==> config.mk <==
export PLATFORM = sky130hd
export DESIGN_NAME = mc_maindec_flat
export DESIGN_NICKNAME = d
export VERILOG_FILES = /design/src/rtl/mc_maindec_if.sv /design/src/rtl/mc_maindec.sv /design/src/flat_wrapper.sv
export SDC_FILE = /design/constraint.sdc
export NUM_CORES = 1
export LEC_CHECK = 0
export BUFFER_PORTS_ARGS = -buffer_cell sky130_fd_sc_hd__clkbuf_2
export CAP_MARGIN = 40
export CORE_ASPECT_RATIO = 0.9
export CORE_UTILIZATION = 39
export CTS_CLUSTER_SIZE = 14
export DETAILED_ROUTE_END_ITERATION = 12
export PLACE_DENSITY = 0.81
export SLEW_MARGIN = 20
export SYNTH_ARGS = -nofsm -noshare
export SYNTH_HDL_FRONTEND = slang
export SYNTH_SLANG_ARGS = --single-unit
==> constraint.sdc <==
create_clock -name clk -period 1.35 [get_ports clk]
set_input_delay 0.27 -clock clk [delete_from_list [all_inputs] [get_ports clk]]
set_output_delay 0.27 -clock clk [all_outputs]
set_load 0.05 [all_outputs]
==> src/rtl/mc_maindec_if.sv <==
// mc_maindec_if: control bus between the multicycle main decoder and its datapath.
// Ports: op/zero/mem_ready flow into the decoder; the datapath controls and the
// debug state encoding flow out. The decoder uses the master modport and the
// datapath uses the slave modport.
interface mc_maindec_if;
    logic [5:0] op;
    logic       zero;
    logic       mem_ready;
    logic       IorD;
    logic       IRWrite;
    logic       MemWrite;
    logic       RegDst;
    logic       MemtoReg;
    logic       RegWrite;
    logic       ALUSrcA;
    logic       Branch;
    logic       PCWrite;
    logic       PCEn;
    logic       illegal;
    logic [1:0] ALUSrcB;
    logic [1:0] PCSrc;
    logic [1:0] ALUOp;
    logic [3:0] state;

    modport master (
        input  op, zero, mem_ready,
        output IorD, IRWrite, MemWrite, RegDst, MemtoReg, RegWrite, ALUSrcA,
               Branch, PCWrite, PCEn, illegal, ALUSrcB, PCSrc, ALUOp, state
    );

    modport slave (
        output op, zero, mem_ready,
        input  IorD, IRWrite, MemWrite, RegDst, MemtoReg, RegWrite, ALUSrcA,
               Branch, PCWrite, PCEn, illegal, ALUSrcB, PCSrc, ALUOp, state
    );
endinterface

==> src/rtl/mc_maindec.sv <==
// mc_maindec: Moore-FSM main decoder for a multicycle MIPS-style datapath.
// Ports: clk (rising-edge clock), reset_n (asynchronous active-low reset),
// bus (mc_maindec_if.master): opcode, ALU zero flag and memory-ready in;
// datapath controls, illegal-opcode flag and debug state encoding out.
module mc_maindec (
    input logic          clk,
    input logic          reset_n,
    mc_maindec_if.master bus
);
    typedef enum logic [3:0] {
        FETCH    = 4'd0,
        DECODE   = 4'd1,
        MEMADR   = 4'd2,
        MEMRD    = 4'd3,
        MEMWB    = 4'd4,
        MEMWR    = 4'd5,
        EXECUTE  = 4'd6,
        ALUWB    = 4'd7,
        BRANCH   = 4'd8,
        ADDIEXEC = 4'd9,
        ADDIWB   = 4'd10,
        JUMP     = 4'd11
    } state_t;

    localparam logic [5:0] OP_LW   = 6'b100011;
    localparam logic [5:0] OP_SW   = 6'b101011;
    localparam logic [5:0] OP_RTYP = 6'b000000;
    localparam logic [5:0] OP_BEQ  = 6'b000100;
    localparam logic [5:0] OP_ADDI = 6'b001000;
    localparam logic [5:0] OP_J    = 6'b000010;

    state_t st, nx;

    logic       iord, irw, mw, rd, m2r, rw, asa, br, pcw, ill;
    logic [1:0] asb, pcs, aop;

    always_ff @(posedge clk or negedge reset_n) begin
        if (!reset_n) st <= FETCH;
        else          st <= nx;
    end

    always_comb begin
        nx = FETCH;
        case (st)
            FETCH:    nx = bus.mem_ready ? DECODE : FETCH;
            DECODE:   nx = (bus.op == OP_LW || bus.op == OP_SW) ? MEMADR   :
                           (bus.op == OP_RTYP)                   ? EXECUTE  :
                           (bus.op == OP_BEQ)                    ? BRANCH   :
                           (bus.op == OP_ADDI)                   ? ADDIEXEC :
                           (bus.op == OP_J)                      ? JUMP     : FETCH;
            MEMADR:   nx = (bus.op == OP_SW) ? MEMWR : MEMRD;
            MEMRD:    nx = bus.mem_ready ? MEMWB : MEMRD;
            MEMWR:    nx = bus.mem_ready ? FETCH : MEMWR;
            EXECUTE:  nx = ALUWB;
            ADDIEXEC: nx = ADDIWB;
            default:  nx = FETCH;
        endcase
    end

    always_comb begin
        iord = 1'b0;
        irw  = 1'b0;
        mw   = 1'b0;
        rd   = 1'b0;
        m2r  = 1'b0;
        rw   = 1'b0;
        asa  = 1'b0;
        br   = 1'b0;
        pcw  = 1'b0;
        ill  = 1'b0;
        asb  = 2'b00;
        pcs  = 2'b00;
        aop  = 2'b00;
        case (st)
            FETCH: begin
                asb = 2'b01;
                irw = bus.mem_ready;
                pcw = bus.mem_ready;
            end
            DECODE: begin
                asb = 2'b11;
                ill = !(bus.op == OP_LW || bus.op == OP_SW || bus.op == OP_RTYP ||
                        bus.op == OP_BEQ || bus.op == OP_ADDI || bus.op == OP_J);
            end
            MEMADR: begin
                asa = 1'b1;
                asb = 2'b10;
            end
            MEMRD:  iord = 1'b1;
            MEMWB: begin
                m2r = 1'b1;
                rw  = 1'b1;
            end
            MEMWR: begin
                iord = 1'b1;
                mw   = bus.mem_ready;
            end
            EXECUTE: begin
                asa = 1'b1;
                aop = 2'b10;
            end
            ALUWB: begin
                rd = 1'b1;
                rw = 1'b1;
            end
            BRANCH: begin
                asa = 1'b1;
                aop = 2'b01;
                pcs = 2'b01;
                br  = 1'b1;
            end
            ADDIEXEC: begin
                asa = 1'b1;
                asb = 2'b10;
            end
            ADDIWB: rw = 1'b1;
            JUMP: begin
                pcs = 2'b10;
                pcw = 1'b1;
            end
            default: ;
        endcase
    end

    // The state register already sits in FETCH during reset, but FETCH's
    // enables follow mem_ready, so every write enable is also masked by reset_n.
    assign bus.IorD     = iord;
    assign bus.IRWrite  = irw & reset_n;
    assign bus.MemWrite = mw & reset_n;
    assign bus.RegDst   = rd;
    assign bus.MemtoReg = m2r;
    assign bus.RegWrite = rw & reset_n;
    assign bus.ALUSrcA  = asa;
    assign bus.Branch   = br;
    assign bus.PCWrite  = pcw & reset_n;
    assign bus.PCEn     = (pcw & reset_n) | (br & bus.zero);
    assign bus.illegal  = ill & reset_n;
    assign bus.ALUSrcB  = asb;
    assign bus.PCSrc    = pcs;
    assign bus.ALUOp    = aop;
    assign bus.state    = st;
endmodule

==> src/flat_wrapper.sv <==
// flat-port wrapper written by rule: the top's interface ports become plain ports
module mc_maindec_flat 
  (clk, reset_n, bus_op, bus_zero, bus_mem_ready, bus_IorD, bus_IRWrite, bus_MemWrite, bus_RegDst, bus_MemtoReg, bus_RegWrite, bus_ALUSrcA, bus_Branch, bus_PCWrite, bus_PCEn, bus_illegal, bus_ALUSrcB, bus_PCSrc, bus_ALUOp, bus_state);
  mc_maindec_if bus_i ();
  input logic clk;
  input logic reset_n;
  input wire logic [$bits(bus_i.op)-1:0] bus_op;
  input wire logic [$bits(bus_i.zero)-1:0] bus_zero;
  input wire logic [$bits(bus_i.mem_ready)-1:0] bus_mem_ready;
  output wire logic [$bits(bus_i.IorD)-1:0] bus_IorD;
  output wire logic [$bits(bus_i.IRWrite)-1:0] bus_IRWrite;
  output wire logic [$bits(bus_i.MemWrite)-1:0] bus_MemWrite;
  output wire logic [$bits(bus_i.RegDst)-1:0] bus_RegDst;
  output wire logic [$bits(bus_i.MemtoReg)-1:0] bus_MemtoReg;
  output wire logic [$bits(bus_i.RegWrite)-1:0] bus_RegWrite;
  output wire logic [$bits(bus_i.ALUSrcA)-1:0] bus_ALUSrcA;
  output wire logic [$bits(bus_i.Branch)-1:0] bus_Branch;
  output wire logic [$bits(bus_i.PCWrite)-1:0] bus_PCWrite;
  output wire logic [$bits(bus_i.PCEn)-1:0] bus_PCEn;
  output wire logic [$bits(bus_i.illegal)-1:0] bus_illegal;
  output wire logic [$bits(bus_i.ALUSrcB)-1:0] bus_ALUSrcB;
  output wire logic [$bits(bus_i.PCSrc)-1:0] bus_PCSrc;
  output wire logic [$bits(bus_i.ALUOp)-1:0] bus_ALUOp;
  output wire logic [$bits(bus_i.state)-1:0] bus_state;
  assign bus_i.op = bus_op;
  assign bus_i.zero = bus_zero;
  assign bus_i.mem_ready = bus_mem_ready;
  assign bus_IorD = bus_i.IorD;
  assign bus_IRWrite = bus_i.IRWrite;
  assign bus_MemWrite = bus_i.MemWrite;
  assign bus_RegDst = bus_i.RegDst;
  assign bus_MemtoReg = bus_i.MemtoReg;
  assign bus_RegWrite = bus_i.RegWrite;
  assign bus_ALUSrcA = bus_i.ALUSrcA;
  assign bus_Branch = bus_i.Branch;
  assign bus_PCWrite = bus_i.PCWrite;
  assign bus_PCEn = bus_i.PCEn;
  assign bus_illegal = bus_i.illegal;
  assign bus_ALUSrcB = bus_i.ALUSrcB;
  assign bus_PCSrc = bus_i.PCSrc;
  assign bus_ALUOp = bus_i.ALUOp;
  assign bus_state = bus_i.state;
  mc_maindec u_core (.clk(clk), .reset_n(reset_n), .bus(bus_i));
endmodule
==> results of run 1 <==
[through the flow]
stage                     setup TNS, ns  utilization (%)  setup slack, ns  std cells  cell area, µm²
after detailed placement          -4.73             83.1           -0.443        142            1090
after global placement            -4.29             83.1           -0.418        142            1090
after floorplan                   -6.75                -           -0.676         78             772
[cell families after synthesis]
group	count (synthesis)	synth area share, %
and+or+nand+nor	44	45.9
AOI/OAI and AO/OA	17	21.0
buffers and inverters	9	9.52
DFF	4	17.3
xor gates and xnor gates	3	4.55
muxes	1	1.73
[cells in the mapped netlist (2+ instances only)]
cell | n | area (µm²)
nor3b_1 | 2 | 15.0
clkbuf_1 | 2 | 7.51
dfrtp_1 | 4 | 100
o21ai_0 | 3 | 15.0
buf_2 | 2 | 10.0
and3_1 | 4 | 25.0
a21oi_1 | 4 | 20.0
buf_4 | 3 | 22.5
nand2b_1 | 7 | 43.8
nor2_1 | 8 | 30.0
nand2_1 | 2 | 7.51
nor3_1 | 9 | 45.0
nor4b_1 | 2 | 17.5
nand3b_1 | 2 | 15.0
xor2_1 | 2 | 17.5
==> results.py, run 1 <==
metrics = {
    "clock_tree": {
        "cts_made_buffers": 3,
        "root_buffer": "clkbuf_4",
        "postCtsHoldBufs": 1,
        "ctsResizeCount": 63,
        "cts.sinks": 4,
        "clockBufferDepth": 2,
        "h-tree-depth": 1,
        "post-cts-setup-buffer-count": 9,
    },
    "logic_synthesis": {
        "syn-num-nets": 88,
        "avgSynthCellArea_um2": 7.41,
        "async_flop_share_pct": 100,
        "synth-seq-cells": 4,
        "yosysWarnings": 0,
        "yosysSeqAreaShare_pct": 17.3,
        "ys_types": 37,
        "ys.flop_type": "dfrtp_1",
        "synth-edff-count": 0,
        "syn_area_um2": 578,
        "synthCells": 78,
    },
    "status": {
        "status": "did not finish",
        "stop_stage": "clock tree synthesis",
        "stop_error": "[ERROR DPL-0038] Utilization greater than 100%, impossible to legalize",
    },
    "placement": {
        "numPortBuffers": 30,
        "place_congestion": 0.847,
        "hpwl_um": 1760,
    },
    "floorplanning": {
        "design.portCount": 31,
        "num_rows": 12,
        "die-width_um": 42.6,
        "initial_utilization_pct": 44.3,
        "dieHeight_um": 38.5,
    },
}
==> run 2: changes to the inputs <==
CORE_AREA = 2 2 63 65   (was not set)
CORE_ASPECT_RATIO = not set   (was 0.9)
CORE_UTILIZATION = not set   (was 39)
CTS_CLUSTER_SIZE = not set   (was 14)
DIE_AREA = 0 0 65 67   (was not set)
PLACE_DENSITY = not set   (was 0.81)
PLACE_DENSITY_LB_ADDON = 0.15   (was not set)
clock period = 1.8 ns   (was 1.35 ns; I/O delays follow)
==> run 2 against run 1 <==
  * The flow now finishes, with violations (setup timing)
  * Area after synthesis stayed put
  * Synthesized cell count stayed put
==> results.py, run 2 <==
metrics = {
    "logic_synthesis": {
        "synth_top_area_cell": "dfrtp_1",
        "ys.flop_type": "dfrtp_1",
        "syn-num-nets": 88,
        "synth-edff-count": 0,
        "yosysSeqAreaShare_pct": 17.3,
        "synth_area_leaders": "dfrtp_1 (17%), nor3_1 (7.8%), nand2b_1 (7.6%), nor2_1 (5.2%), and3_1 (4.3%)",
        "synth-seq-cells": 4,
        "ys_types": 37,
        "synthCells": 78,
        "avgSynthCellArea_um2": 7.41,
        "yosys.cell_count.top_type": "nor3_1",
        "yosysWarnings": 0,
        "async_flop_share_pct": 100,
        "yosysTopAreaCellShare_pct": 17.3,
        "yosys-top-cells-count": "nor3_1 (9), nor2_1 (8), nand2b_1 (7)",
        "syn_area_um2": 578,
    },
    "power_and_ir_drop": {
        "p_leak_uw": 0.000572,
        "ir_drop_mv": 0.493,
        "powerDensity_mw_per_mm2": 1670,
    },
    "routing": {
        "dr_total_vias": 790,
        "drt_iter0_markers": 45,
        "drc_errors": 0,
        "firstDrtPassIters": 4,
        "wl_per_cell_um": 12.1,
        "viasPerCell": 4.44,
        "postRouteAntennaNets": 0,
        "routed_wl_um": 2160,
    },
    "global_route": {
        "track_usage_pct": 10.1,
        "grt_remaining_overflow": 0,
        "grt_pass1_wl_um": 3290,
        "grt_pass1_vias": 714,
        "grt_max_degree": 11,
        "antenna_found_initial": 0,
    },
    "placement": {
        "hpwl_um": 1720,
        "place_congestion": 0.704,
        "numPortBuffers": 30,
        "place_area_mm2": 0.00106,
    },
    "status": {
        "violations": "setup timing",
        "status": "complete, but fails checks",
    },
    "worst_setup_path": {
        "critPathLaunch": "u_core.bus.state[3]$_DFF_PN0_",
        "worstSetupPathType": "reg -> out",
        "arrival_ns": 1.57,
        "r2r_cells": 5,
        "worst-path-max-fanout": 5,
        "cp-start-kind": "flop",
        "critPathCapture": "bus_PCEn",
        "worstPathRequired_ns": 1.44,
        "r2r_setup_slack_ns": 0.17,
        "r2r-end": "u_core.bus.state[2]$_DFF_PN0_",
        "critPathCaptureType": "output port",
        "reg2reg_from": "u_core.bus.state[2]$_DFF_PN0_",
    },
    "clock_tree": {
        "cts.sinks": 4,
        "clock_latency_ns": 0.21,
        "cts_tree": "done",
        "cts_made_buffers": 3,
        "root_buffer": "clkbuf_8",
        "clk_pin_slew_ns": 0.03,
        "h-tree-depth": 1,
        "clockBufferDepth": 2,
    },
    "floorplanning": {
        "design.portCount": 31,
        "num_rows": 22,
        "core_area_mm2": 0.00361,
        "dieArea_mm2": 0.00436,
        "dieHeight_um": 67,
        "initial_utilization_pct": 16.0,
        "die-width_um": 65,
    },
    "timing": {
        "max_slew_margin_pct": 73.4,
        "hold_violations": 0,
        "worst_slew_pin_slew_ns": 0.393,
        "period_minus_slack_ns": 1.93,
        "fmax_mhz": 518,
        "fin_ws_ns": -0.131,
        "slew_viol_final": 0,
        "setup_viol": 6,
        "period_share_pct": 107,
        "skew_ns": 0.00179,
        "tns_ns": -0.512,
        "grt_setup_unrepaired": "true",
    },
    "run": {
        "maxCapViolCount": 0,
    },
    "final_layout": {
        "largest_register_ffs": 4,
        "antennaDiodeCount": 0,
        "design_area_mm2": 0.00136,
        "final_cell_mix": "buf_4 (18), clkbuf_2 (14), buf_6 (13)",
        "final_common_cell": "buf_4",
        "layout.nets": 142,
        "synthToLayoutAreaGrowth_pct": 136,
        "layout.area.seq_um2": 105,
        "fill_cells": 368,
        "drive_gt1_share_pct": 68.5,
        "multi_input_comb_area_um2": 604,
    },
    "min_path": {
        "hold_path_class": "in -> async",
    },
}
run 2: metal layers:
layer  GRT usage (%)  part of all wire, %  wire length (µm)
met1            11.7                   43               919
met2            17.7                   52              1130
met3            1.18                  3.4                73
met4            6.38                  1.7                36
met5               0                    0                 0
run 2: cell families after synthesis:
| group | synth area share [%] |
|---|---|
| AND/OR/NAND/NOR | 45.9 |
| AO/OA/AOI/OAI | 21.0 |
| buffers and inverters | 9.52 |
| flip-flops | 17.3 |
| XOR/XNOR | 4.55 |
| multiplexers | 1.73 |
run 2: power breakdown:
part | total (µW) | internal, µW | switching [µW]
Combinational | 1920 | 874 | 1050
Sequential | 171 | 129 | 41.9
Clock | 187 | 142 | 44.4
run 2: layout make-up:
type | count | share of cell area [%]
sequential | 4 | 7.71
tap | 48 | 4.40
clock buffer | 3 | 3.03
multi-input combinational | 65 | 44.3
inverter | 1 | 0.459
timing repair buffer | 57 | 40.1
run 2: stage by stage:
stage	power [µW]	hold slack, ns	setup WS [ns]	cells	util [%]
6_report	2280	0.113	-0.131	178	37.8
3_5_place_dp	1730	0.193	-0.0124	166	29.4
5_1_grt	2400	0.110	-0.178	178	37.8
2_1_floorplan	1240	0.0644	-0.316	78	-
3_3_place_gp	1730	0.190	0.00625	166	29.4
4_1_cts	2140	0.102	-0.148	173	34.6
run 2: how the worst min path moves through the flow:
stage,to,cells after the start,slack [ns]
floorplan,u_core.bus.state[0]$_DFF_PN0_,0,0.06
global placement,u_core.bus.state[2]$_DFF_PN0_,1,0.19
detailed placement,u_core.bus.state[2]$_DFF_PN0_,1,0.19
CTS,u_core.bus.state[1]$_DFF_PN0_,2,0.10
global route,u_core.bus.state[1]$_DFF_PN0_,2,0.11
finish,u_core.bus.state[1]$_DFF_PN0_,2,0.11
run 2: critical path, stage by stage, from the launching register on:
cell and delay [ns]:
dfrtp_2 0.42, or4b_4 0.53, a21oi_4 0.15, a21o_4 0.11, clkbuf_16 0.15
run 2: timing repair:
| item | CTS | global route |
|---|---|---|
| setup buffers | 3 | 5 |
| hold buffers | 1 | 0 |
| gates resized for setup | 26 | 30 |
| pin swaps | 2 | 3 |
| hold endpoints to repair | 3 | 0 |
| endpoints found under the setup margin | 15 | 14 |
Power figures use the tool's default switching activity.
==> run 3: changes to the inputs <==
clock period = 1.9 ns   (was 1.8 ns; I/O delays follow)
==> run 3 against run 2 <==
  * The flow still finishes with violations (setup timing)
  * Total power fell by 19%
  * Sequential cell count is the same
  * Clock power down 5%
  * Critical path depth did not move
  * Clock skew increased by 0.00075 ns
  * Combinational power is 21% lower
  * Register-to-register slack better by 0.18 ns
  * Largest power group unchanged
  * Highest routed layer unchanged
==> results.py, run 3 (same netlist as run 2, synthesis figures left out) <==
metrics = {
    "floorplanning": {
        "dieHeight_um": 67,
        "core_area_mm2": 0.00361,
        "initial_utilization_pct": 16.0,
        "num_rows": 22,
        "die-width_um": 65,
        "design.portCount": 31,
        "dieArea_mm2": 0.00436,
    },
    "worst_setup_path": {
        "critPathCaptureType": "output port",
        "arrival_ns": 1.59,
        "cp_cell_sequence": "or4b_4 -> a21oi_4 -> a21o_4 -> clkbuf_16",
        "cp-start-kind": "flop",
        "crit_family": "simple AND/OR/NAND/NOR gates",
        "cp_num_buf_inv": 1,
        "crit_cells": 4,
        "r2r_cells": 4,
        "worstSetupPathType": "reg -> out",
        "max_stage_delay_ns": 0.54,
        "worst-path-max-fanout": 7,
        "worst_path_max_delay_cell": "or4b_4",
        "worstPathRequired_ns": 1.52,
    },
    "clock_tree": {
        "cts_tree": "done",
        "clk_pin_slew_ns": 0.03,
        "clockBufferDepth": 2,
        "cts_made_buffers": 3,
        "h-tree-depth": 1,
        "root_buffer": "clkbuf_8",
        "clock_latency_ns": 0.22,
        "cts.sinks": 4,
    },
    "timing": {
        "skew_ns": 0.00254,
        "grt_setup_unrepaired": "true",
        "hold_violations": 0,
        "period_share_pct": 104,
        "period_minus_slack_ns": 1.97,
        "tns_ns": -0.190,
        "max_slew_margin_pct": 70.7,
        "fmax_mhz": 508,
        "slew_viol_final": 0,
        "fin_ws_ns": -0.0704,
        "setup_viol": 3,
        "worst_slew_pin_slew_ns": 0.434,
    },
    "run": {
        "maxCapViolCount": 0,
    },
    "routing": {
        "drc_errors": 0,
        "dr_total_vias": 752,
        "routed_wl_um": 2060,
        "wl_per_cell_um": 12.4,
        "drt_iter0_markers": 17,
        "firstDrtPassIters": 4,
        "viasPerCell": 4.53,
        "postRouteAntennaNets": 0,
    },
    "placement": {
        "place_area_um2": 970,
        "hpwl_um": 1550,
        "place_congestion": 0.729,
        "pre_cts_slack_ns": 0.0303,
        "numPortBuffers": 30,
    },
    "final_layout": {
        "largest_register_ffs": 4,
        "final_cell_mix": "clkbuf_2 (18), buf_4 (14), clkbuf_4 (7)",
        "synthToLayoutAreaGrowth_pct": 98.7,
        "final_common_cell": "clkbuf_2",
        "antennaDiodeCount": 0,
        "design_area_mm2": 0.00115,
        "layout.nets": 130,
        "post-route-util_pct": 31.9,
        "drive_gt1_share_pct": 63.6,
        "fill_cells": 373,
    },
    "min_path": {
        "hold_path_class": "in -> async",
    },
    "global_route": {
        "antenna_found_initial": 0,
        "grt_max_degree": 15,
        "grt_pass1_wl_um": 3260,
        "grt_remaining_overflow": 0,
        "track_usage_pct": 10.0,
        "grt_pass1_vias": 668,
    },
    "power_and_ir_drop": {
        "p_leak_uw": 0.000468,
        "powerDensity_mw_per_mm2": 1610,
        "ir_drop_mv": 0.405,
    },
    "status": {
        "status": "complete, but fails checks",
        "violations": "setup timing",
    },
}
## run 3: cell types whose count changed in the layout (fill, tap and decap cells not counted), sizes merged
cell and delta:
dlygate4sd3 -1, clkbuf +9, buf -20
## run 3: per-layer routing
metal  wire [µm]  vias up  GRT usage, %
met3         122        4          2.20
li1            -      374             -
met4          46        0          6.38
met1         938      345          11.9
met2         953       29          16.2
met5           0        -             0
## run 3: area by class of cell
cell class                      instances  area (µm²)  share of cell area [%]
Clock buffer                            3        41.3                    3.59
Inverter                                1        3.75                   0.327
Multi-Input combinational cell         65         569                    49.6
Sequential cell                         4         105                    9.15
Tap cell                               48        60.1                    5.23
Timing Repair Buffer                   45         369                    32.1
## run 3: power by group
group          switching, µW  internal, µW
Combinational            907           599
Clock                   42.4           135
Sequential              48.8           122
## run 3: timing repair
action                     in CTS  in global routing
hold buffers                    0                  0
setup endpoints to repair      12                 12
resized for setup              18                  8
setup buffers                   5                  0
pin swaps                       5                  2
## run 3: worst paths after layout
check / startpoint / slack, ns / endpoint
worst max register to register: u_core.bus.state[1]$_DFF_PN0_ / 0.35 / u_core.bus.state[2]$_DFF_PN0_
worst min-delay path: reset_n / 0.004 / u_core.bus.state[1]$_DFF_PN0_
worst max-delay path: u_core.bus.state[3]$_DFF_PN0_ / -0.07 / bus_PCEn
min in group clk: bus_op[4] / 0.58 / u_core.bus.state[3]$_DFF_PN0_
worst min register to register: u_core.bus.state[2]$_DFF_PN0_ / 0.72 / u_core.bus.state[3]$_DFF_PN0_
max in group asynchronous: reset_n / 1.70 / u_core.bus.state[0]$_DFF_PN0_
## run 3: through the flow
stage / power (µW) / hold slack [ns] / instances
finish: 1850 / 0.00368 / 166
global route: 1950 / 0.0144 / 166
CTS: 1840 / 0.00671 / 166
detailed placement: 1490 / 0.236 / 158
global placement: 1500 / 0.233 / 158
floorplan: 1150 / 0.0844 / 78
